==> config.mk <==
export PLATFORM = sky130hd
export DESIGN_NAME = output_backprop
export DESIGN_NICKNAME = d
export VERILOG_FILES = /design/src/rtl/output_backprop.sv
export SDC_FILE = /design/constraint.sdc
export NUM_CORES = 1
export LEC_CHECK = 0
export ABC_AREA = 1
export CORE_ASPECT_RATIO = 0.8
export CORE_MARGIN = 1.5
export CORE_UTILIZATION = 25
export DETAILED_ROUTE_END_ITERATION = 10
export PLACE_DENSITY = 0.41
export SYNTH_ARGS = -nofsm -noshare
export SYNTH_HDL_FRONTEND = slang
export SYNTH_SLANG_ARGS = --single-unit
==> constraint.sdc <==
create_clock -name clk_i -period 9.15 [get_ports clk_i]
set_input_delay 0.915 -clock clk_i [delete_from_list [all_inputs] [get_ports clk_i]]
set_output_delay 0.915 -clock clk_i [all_outputs]
set_load 0.01 [all_outputs]
==> src/rtl/output_backprop.sv <==
// Output-layer weight update for a two-input linear neuron: err, gradients,
// learning-rate step and saturating write-back of both weights.
//
// Ports:
//   clk_i, rst_i        clock, asynchronous active-low reset
//   start_i             request one pass (taken only in IDLE)
//   target_i            unsigned integer target
//   predicted_i         forward-pass sum of x*w, FRAC_W fraction bits
//   x0_i, x1_i          unsigned integer activations
//   w0_i, w1_i          current weights, unsigned 1.FRAC_W
//   lr_shift_i          learning rate as a right-shift amount
//   busy_o, done_o      pass in progress / one-cycle result strobe
//   w0_o, w1_o          updated weights (registered)
//   err_o               signed error of the last pass (registered)
//   sat_o               a weight clipped in the last pass
module output_backprop #(
    parameter int FRAC_W = 7
) (
    input  logic        clk_i,
    input  logic        rst_i,
    input  logic        start_i,
    input  logic [3:0]  target_i,
    input  logic [20:0] predicted_i,
    input  logic [9:0]  x0_i,
    input  logic [9:0]  x1_i,
    input  logic [7:0]  w0_i,
    input  logic [7:0]  w1_i,
    input  logic [3:0]  lr_shift_i,
    output logic        busy_o,
    output logic        done_o,
    output logic [7:0]  w0_o,
    output logic [7:0]  w1_o,
    output logic [21:0] err_o,
    output logic        sat_o
);

    typedef enum logic [2:0] {
        IDLE,
        ERR,
        G0,
        U0,
        G1,
        U1,
        DONE
    } state_t;

    localparam logic [4:0] FRAC_SH = 5'(FRAC_W);

    state_t state;

    // Operands captured when a pass is accepted
    logic [3:0]  tgt_q;
    logic [20:0] pred_q;
    logic [9:0]  x0_q;
    logic [9:0]  x1_q;
    logic [7:0]  w0_q;
    logic [7:0]  w1_q;
    logic [3:0]  lr_q;

    // Pipeline of intermediate results
    logic signed [21:0] err_q;
    logic signed [32:0] grad_q;
    logic [7:0]         nw0_q;
    logic               sat0_q;

    // Error: prediction minus target aligned to the prediction's fraction
    logic [21:0]        tgt_scaled;
    logic signed [21:0] err_calc;

    assign tgt_scaled = 22'(tgt_q) << FRAC_W;
    assign err_calc   = $signed(22'(pred_q) - tgt_scaled);

    // Single multiplier, operand chosen by the gradient state in flight
    logic [9:0]         x_sel;
    logic signed [10:0] mul_op;
    logic signed [32:0] prod;

    assign x_sel  = (state == G1) ? x1_q : x0_q;
    assign mul_op = $signed({1'b0, x_sel});
    assign prod   = 33'(err_q) * 33'(mul_op);

    // The gradient still carries the error's fraction bits, so the
    // step is scaled down by FRAC_W on top of the learning-rate shift.
    logic [4:0]         shamt;
    logic signed [32:0] step;
    logic [7:0]         w_cur;
    logic signed [33:0] w_new;

    assign shamt = 5'(lr_q) + FRAC_SH;
    assign step  = grad_q >>> shamt;
    assign w_cur = (state == U1) ? w1_q : w0_q;
    assign w_new = $signed({26'd0, w_cur}) - 34'(step);

    // Clamp to the unsigned weight range and flag any clip
    logic [7:0] w_sat;
    logic       clip;

    always_comb begin
        w_sat = w_new[7:0];
        clip  = 1'b0;
        if (w_new < 34'sd0) begin
            w_sat = 8'd0;
            clip  = 1'b1;
        end else if (w_new > 34'sd255) begin
            w_sat = 8'd255;
            clip  = 1'b1;
        end
    end

    always_ff @(posedge clk_i or negedge rst_i) begin
        if (!rst_i) begin
            state  <= IDLE;
            tgt_q  <= '0;
            pred_q <= '0;
            x0_q   <= '0;
            x1_q   <= '0;
            w0_q   <= '0;
            w1_q   <= '0;
            lr_q   <= '0;
            err_q  <= '0;
            grad_q <= '0;
            nw0_q  <= '0;
            sat0_q <= 1'b0;
            busy_o <= 1'b0;
            done_o <= 1'b0;
            w0_o   <= '0;
            w1_o   <= '0;
            err_o  <= '0;
            sat_o  <= 1'b0;
        end else begin
            unique case (state)
                IDLE: begin
                    done_o <= 1'b0;
                    if (start_i) begin
                        tgt_q  <= target_i;
                        pred_q <= predicted_i;
                        x0_q   <= x0_i;
                        x1_q   <= x1_i;
                        w0_q   <= w0_i;
                        w1_q   <= w1_i;
                        lr_q   <= lr_shift_i;
                        busy_o <= 1'b1;
                        state  <= ERR;
                    end
                end
                ERR: begin
                    err_q <= err_calc;
                    state <= G0;
                end
                G0: begin
                    grad_q <= prod;
                    state  <= U0;
                end
                U0: begin
                    nw0_q  <= w_sat;
                    sat0_q <= clip;
                    state  <= G1;
                end
                G1: begin
                    grad_q <= prod;
                    state  <= U1;
                end
                U1: begin
                    w0_o   <= nw0_q;
                    w1_o   <= w_sat;
                    err_o  <= err_q;
                    sat_o  <= sat0_q | clip;
                    busy_o <= 1'b0;
                    done_o <= 1'b1;
                    state  <= DONE;
                end
                DONE: begin
                    done_o <= 1'b0;
                    state  <= IDLE;
                end
                default: begin
                    busy_o <= 1'b0;
                    done_o <= 1'b0;
                    state  <= IDLE;
                end
            endcase
        end
    end

endmodule

== Word-level counts from Yosys, hierarchy flattened ==
Cells that the tools add are included.

* Register bits: 173
* Input port bits: 68
* Output and inout bits: 41
* Logic and storage cells: 51

* Add/subtract/negate cells: 3
* Multiply operators: 1
* Magnitude comparators: 2
* Equal/unequal tests: 7
* Shifts and indexed selects: 1
* Multiplexer cells: 11
* Bitwise gates (word level): 2
* Reductions and logical operators: 6

{| class="wikitable"
|+ Operators by type and width
! cell !! number
|-
| $gt 34x9->1 const B || 1
|-
| $lt 34x1->1 const B || 1
|-
| $sub 9x33->34 || 1
|-
| $mul 22x11->33 || 1
|-
| $sshr 33x5->33 || 1
|-
| $mux 8 || 3
|-
| $sub 21x11->22 || 1
|-
| $pmux 3 s6 || 1
|-
| $mux 10 || 1
|-
| $eq 3x3->1 const B || 3
|-
| $eq 3x2->1 const B || 2
|-
| $add 4x3->5 const B || 1
|-
| $reduce_or 5->1 || 1
|-
| $pmux 1 s2 || 2
|-
| $reduce_and 2->1 || 2
|-
| $reduce_or 4->1 || 1
|-
| $eq 3x1->1 const B || 1
|-
| $logic_not 3->1 || 1
|-
| $mux 1 || 3
|-
| $mux 3 || 1
|-
| $ne 2x2->1 const B || 1
|-
| $reduce_or 2->1 || 1
|-
| $not 1->1 || 1
|-
| $or 1x1->1 || 1
|}

== Logic depth before layout (Yosys ltp) ==
Gate-level depths: netlist (run 1).

* Word-level depth: 7
* Depth in mapped cells: 35
* Gate-level depth less buffers: 32

== Least setup slack after synthesis (run 1) ==
Ideal clock, no wire load.

* Path type: reg2reg
* Start: reg state[1]
* End: reg grad_q[28]
* Arrival time: 6.392 ns
* Required time: 9.032 ns
* Path slack: 2.641 ns
* Cell stages (with the launch flop): 31
* Path buffers: 2
* Period minus slack after synthesis: 6.509 ns
* Cells stage by stage: dfrtp_1 inv_1 nand2_1 nor2_1 clkinv_1 clkbuf_1 nand2_1 o21ai_0 clkinv_1 clkbuf_1 nand2_1 fa_1 fa_1 fa_1 inv_1 fa_1 inv_1 fa_1 inv_1 ha_1 nand2_1 o21ai_0 a31oi_1 o21ai_0 a21oi_1 o21ai_0 a21oi_1 o21ai_0 nand2_1 nand3_1 nand2_1

* Word-level cells in the longest chain between the ends: 3

{| class="wikitable"
|+ Ends and longest elaborated chain
! item !! RTL line !! source
|-
| start, declared || 49 || <nowiki>state_t state;</nowiki>
|-
| start signal, assigned || 112 || <nowiki>state <= IDLE;</nowiki>
|-
| start signal, assigned || 143 || <nowiki>state <= ERR;</nowiki>
|-
| start signal, assigned || 148 || <nowiki>state <= G0;</nowiki>
|-
| $eq 3x3->1 || 78, 131 ||
|-
| $mux 10 || 78 || <nowiki>assign x_sel = (state == G1) ? x1_q : x0_q;</nowiki>
|-
| $mul 22x11->33 || 80 || <nowiki>assign prod = 33'(err_q) * 33'(mul_op);</nowiki>
|-
| end signal, assigned || 151 || <nowiki>grad_q <= prod;</nowiki>
|-
| end signal, assigned || 160 || <nowiki>grad_q <= prod;</nowiki>
|-
| end, declared || 62 || <nowiki>logic signed [32:0] grad_q;</nowiki>
|}

Parallel ways exist; a longest one is shown, timed or not.
A chain may end at the register's enable or synchronous reset.

== Final worst setup path (run 1) ==
Same ends and word-level chain as after synthesis.

==> results of run 1 <==
-- metal layers --
metal | vias to the layer above | wire length (um) | share of wire | global-route usage
li1 | 7679 | - | - | -
met1 | 7478 | 30400 | 0.53 | 0.237
met2 | 265 | 23600 | 0.41 | 0.234
met3 | 36 | 2320 | 0.041 | 0.0263
met4 | 0 | 816 | 0.014 | 0.0372
met5 | - | 0 | 0 | 0
-- cell usage after synthesis, drive strengths merged, types with 3 or more instances --
master and instances:
xor2 24, clkbuf 56, nand2 751, xnor2 18
buf 36, o21bai 7, dfrtp 173, nor3 8
or2 3, nand4 18, inv 386, a31oi 9
fa 195, nand3 221, o21ai 171, o31ai 3
a21oi 56, ha 86, nor2 192, o21a 4
clkinv 12, o22ai 3
-- logic make-up after synthesis --
kind of cell             Yosys count
AO/OA/AOI/OAI                    265
XOR/XNOR                          42
flip-flops                       173
multiplexers                       1
AND/OR/NAND/NOR                 1198
adder cells (fa/ha/maj)          281
buffers and inverters            490
-- sequential cells by signal, indices dropped and copies added, names as in the netlist --
signal,count
lr_q,4
err_o,22
w1_q,8
state,3
pred_q,21
w1_o,8
w0_o,8
nw0_q,8
sat0_q,1
x1_q,10
grad_q,33
done_o,1
busy_o,1
tgt_q,4
sat_o,1
err_q,22
x0_q,10
w0_q,8
-- final cells by class --
class / instances / area (sq um) / share of cell area
repair buffers: 119 / 1160 / 0.0564
clock buffers: 18 / 429 / 0.0208
multi-input cells: 1787 / 11900 / 0.575
diodes: 1 / 2.50 / 0.000121
well taps: 945 / 1180 / 0.0573
inverters: 398 / 1500 / 0.0726
flip-flops and latches: 173 / 4330 / 0.210
clock inverters: 14 / 173 / 0.00836
-- stage by stage --
stage | setup slack, ns | utilization | hold slack (ns) | cell area [sq um] | instances
floorplan | 2.64 | - | 0.444 | 18200 | 2450
global placement | 1.45 | 0.278 | 0.464 | 20000 | 3422
detailed placement | 1.32 | 0.278 | 0.463 | 20000 | 3422
CTS | 1.30 | 0.287 | 0.482 | 20600 | 3454
global route | 0.510 | 0.287 | 0.495 | 20600 | 3454
finish | 1.30 | 0.287 | 0.477 | 20600 | 3455
-- worst max-delay path by stage --
stage / start / endpoint / slack (ns) / depth (start not counted)
after floorplan: state[1] / grad_q[28] / 2.64 / 30
after global placement: state[1] / grad_q[28] / 1.45 / 27
after global routing: state[1] / grad_q[28] / 0.51 / 27
final: state[1] / grad_q[28] / 1.30 / 27
after detailed placement: state[1] / grad_q[28] / 1.32 / 27
after CTS: state[1] / grad_q[28] / 1.30 / 27
-- critical path, stage by stage, from the launching register on --
cell,delay [ns]
sky130_fd_sc_hd__dfrtp_1,0.43
sky130_fd_sc_hd__inv_1,0.09
sky130_fd_sc_hd__nand2_1,0.07
sky130_fd_sc_hd__nor2_1,0.17
sky130_fd_sc_hd__clkinv_1,0.36
sky130_fd_sc_hd__o21ai_0,0.62
sky130_fd_sc_hd__clkinv_1,0.68
sky130_fd_sc_hd__nand2_1,0.25
sky130_fd_sc_hd__fa_1,0.46
sky130_fd_sc_hd__fa_1,0.49
sky130_fd_sc_hd__fa_1,0.49
sky130_fd_sc_hd__inv_1,0.06
sky130_fd_sc_hd__fa_1,0.53
sky130_fd_sc_hd__inv_1,0.05
sky130_fd_sc_hd__fa_1,0.52
sky130_fd_sc_hd__inv_1,0.04
sky130_fd_sc_hd__ha_1,0.34
sky130_fd_sc_hd__nand2_1,0.06
sky130_fd_sc_hd__o21ai_0,0.26
sky130_fd_sc_hd__a31oi_1,0.17
sky130_fd_sc_hd__o21ai_0,0.48
sky130_fd_sc_hd__a21oi_1,0.22
sky130_fd_sc_hd__o21ai_0,0.30
sky130_fd_sc_hd__a21oi_1,0.18
sky130_fd_sc_hd__o21ai_0,0.17
sky130_fd_sc_hd__nand2_1,0.06
sky130_fd_sc_hd__nand3_1,0.09
sky130_fd_sc_hd__nand2_1,0.08
==> run summary, run 1 <==
The routed length per placed instance came out at 16.5 um. The synthesized netlist net count is 2799. The number of warnings reported in the yosys synthesis log is 0.

The run finished with clean final reports. The count of cells resized by post-cts repair is 0. The first global-routing pass estimated 92400 um of wire.

The starting density of the core is 0.252. The placeable core region is 72000 sq um. In the global route stage, overall resource usage came out at 0.158. Yosys attributes the largest share of cell area to sky130_fd_sc_hd__dfrtp_1 (24%), sky130_fd_sc_hd__fa_1 (22%), sky130_fd_sc_hd__nand2_1 (15%). The number of enable-type register cells in the synthesized netlist came out at 0. The simple-gate portion of the synthesized area came out at 0.280.

The fraction of layout cells with a size suffix above 1 is 0.0446. TritonCTS built the clock tree. The library cell used most frequently in the layout, excluding fill and tap cells, is sky130_fd_sc_hd__nand2_1. In this run the tightest slew margin relative to its limit is 0.215. Of all flip-flops after synthesis, the portion carrying an async set or reset was 1.00. The area share of the largest cell type after synthesis is 0.238. The flip-flop cell with the highest count after synthesis is sky130_fd_sc_hd__dfrtp_1. The final max-slew violation count came out at 0. By area, the combinational part of the netlist is dominated by simple AND/OR/NAND/NOR gates. The fraction of synthesized cell area in xor and xnor cells came out at 0.0203. The clock transition at the registers of the reported paths is 0.07 ns.

For this design, the sink count on the clock tree is 173. The endpoint identified for the worst register-to-register timing path is grad_q[28]. In this run the most critical hold path is launched from pred_q[0]. The detailed placer's ending HPWL came out at 46800 um. The number of cells on the worst reg-to-reg path is 27. The peak fanout along the critical path is 19. The total I/O pin count is 109. The multiplexer fraction of the synthesized cell area came out at 0.000551. The synthesized area divided by synthesized cell count came out at 7.41 sq um. The final route contains 15500 vias. The count of mapped cells out of synthesis came out at 2450. Setup repair after global routing left no endpoint under its margin. The die covers 74200 sq um. The flip-flop and latch count after synthesis came out at 173. The overflow left after global routing is 0.

The number of port buffers came out at 108. Counting distinct cell types in the post-synthesis netlist gives 49. The startpoint identified for the worst register-to-register timing path is state[1]. The required arrival time at the worst endpoint came out at 9.51 ns. The mean number of vias per cell is 4.47. The number of detailed-route iterations in the first pass is 6. The number of setup buffers added after CTS came out at 0. The setup total negative slack is 0 ns.

The synthesized design spends more area on one cell type than any other, namely sky130_fd_sc_hd__dfrtp_1. Between clock sinks in the finished design, the worst skew comes to 0.0153 ns. At the later pin of the worst-skew pair, clock insertion delay measures 0.47 ns. The number of global-route vias before repair is 16200. The critical path in this run is classified as flip-flop to flip-flop. The startpoint kind of the worst setup timing path is a flip-flop. The die extent in x came out at 304 um.

Buffers inserted during clock tree synthesis total 17. The number of cells traversed by the worst hold path is 2. The shortest period the worst path allows came out at 7.85 ns. The class of the most critical hold timing path is flip-flop to flip-flop. The pin count of the biggest net entering global routing is 102.

The root buffer cell is sky130_fd_sc_hd__clkbuf_16. Row generation in the floorplan step produced 88 rows. Counting the fill cells in the layout gives 7988.

The area growth from synthesis to layout came out at 13.7%. The setup slack on the worst flop-to-flop path came out at 1.30 ns. At the end of the flow, the number of nets in the layout was 2845.

For the pin with the worst max-slew slack, the measured transition is 1.18 ns. The detailed router finished its first iteration with 1012 violations. The number of levels in the clock H-tree is 4. The initial antenna violation count is 1.

The number of setup violations in the final report is 0. The tool flagged a number of max-cap violations equal to 0. In the layout the commonest cells are sky130_fd_sc_hd__nand2_1 (726), sky130_fd_sc_hd__inv_1 (381), sky130_fd_sc_hd__nand3_1 (205).

The synthesized netlist occupies a cell area of 18200 sq um. The adder-cell area share of the yosys netlist came out at 0.274. The final critical-path share of the clock period came out at 0.858. In this run, post-CTS hold repair placed 0 buffers. The compound-gate portion of the synthesized area came to 0.0780. The chip height is 244 um. The hold violation count in the final report is 0. The placer congestion estimate is 0.883. The arrival time at the worst endpoint came out at 8.21 ns. Static timing analysis puts the maximum clock frequency at 127 MHz.

The count of antenna-violating nets left after detailed routing came out at 0. The sequential-to-total area share from yosys stat is 0.238. The endpoint of the worst hold path is pred_q[0]. STA classifies the critical path endpoint as a flip-flop. The worst-case clock buffer depth is 2. In the routed design, unresolved DRC markers number 0. Summed over all layers, the routed wires come to 57100 um.
Power of run 1 is not shown: default switching activity piles up to over one toggle a cycle in this logic, so the estimate is an artifact.
==> inputs of run 2 (changes only) <==
--- a/config.mk
+++ b/config.mk
@@ -9,6 +9,7 @@
 export CORE_ASPECT_RATIO = 0.8
 export CORE_MARGIN = 1.5
 export CORE_UTILIZATION = 25
+export CTS_CLUSTER_SIZE = 14
 export DETAILED_ROUTE_END_ITERATION = 10
 export PLACE_DENSITY = 0.41
 export SYNTH_ARGS = -nofsm -noshare
==> results of run 2 <==
Final layout, timing and power as in run 1 (identical DEF).
Power of run 2 is left out for the same reason.
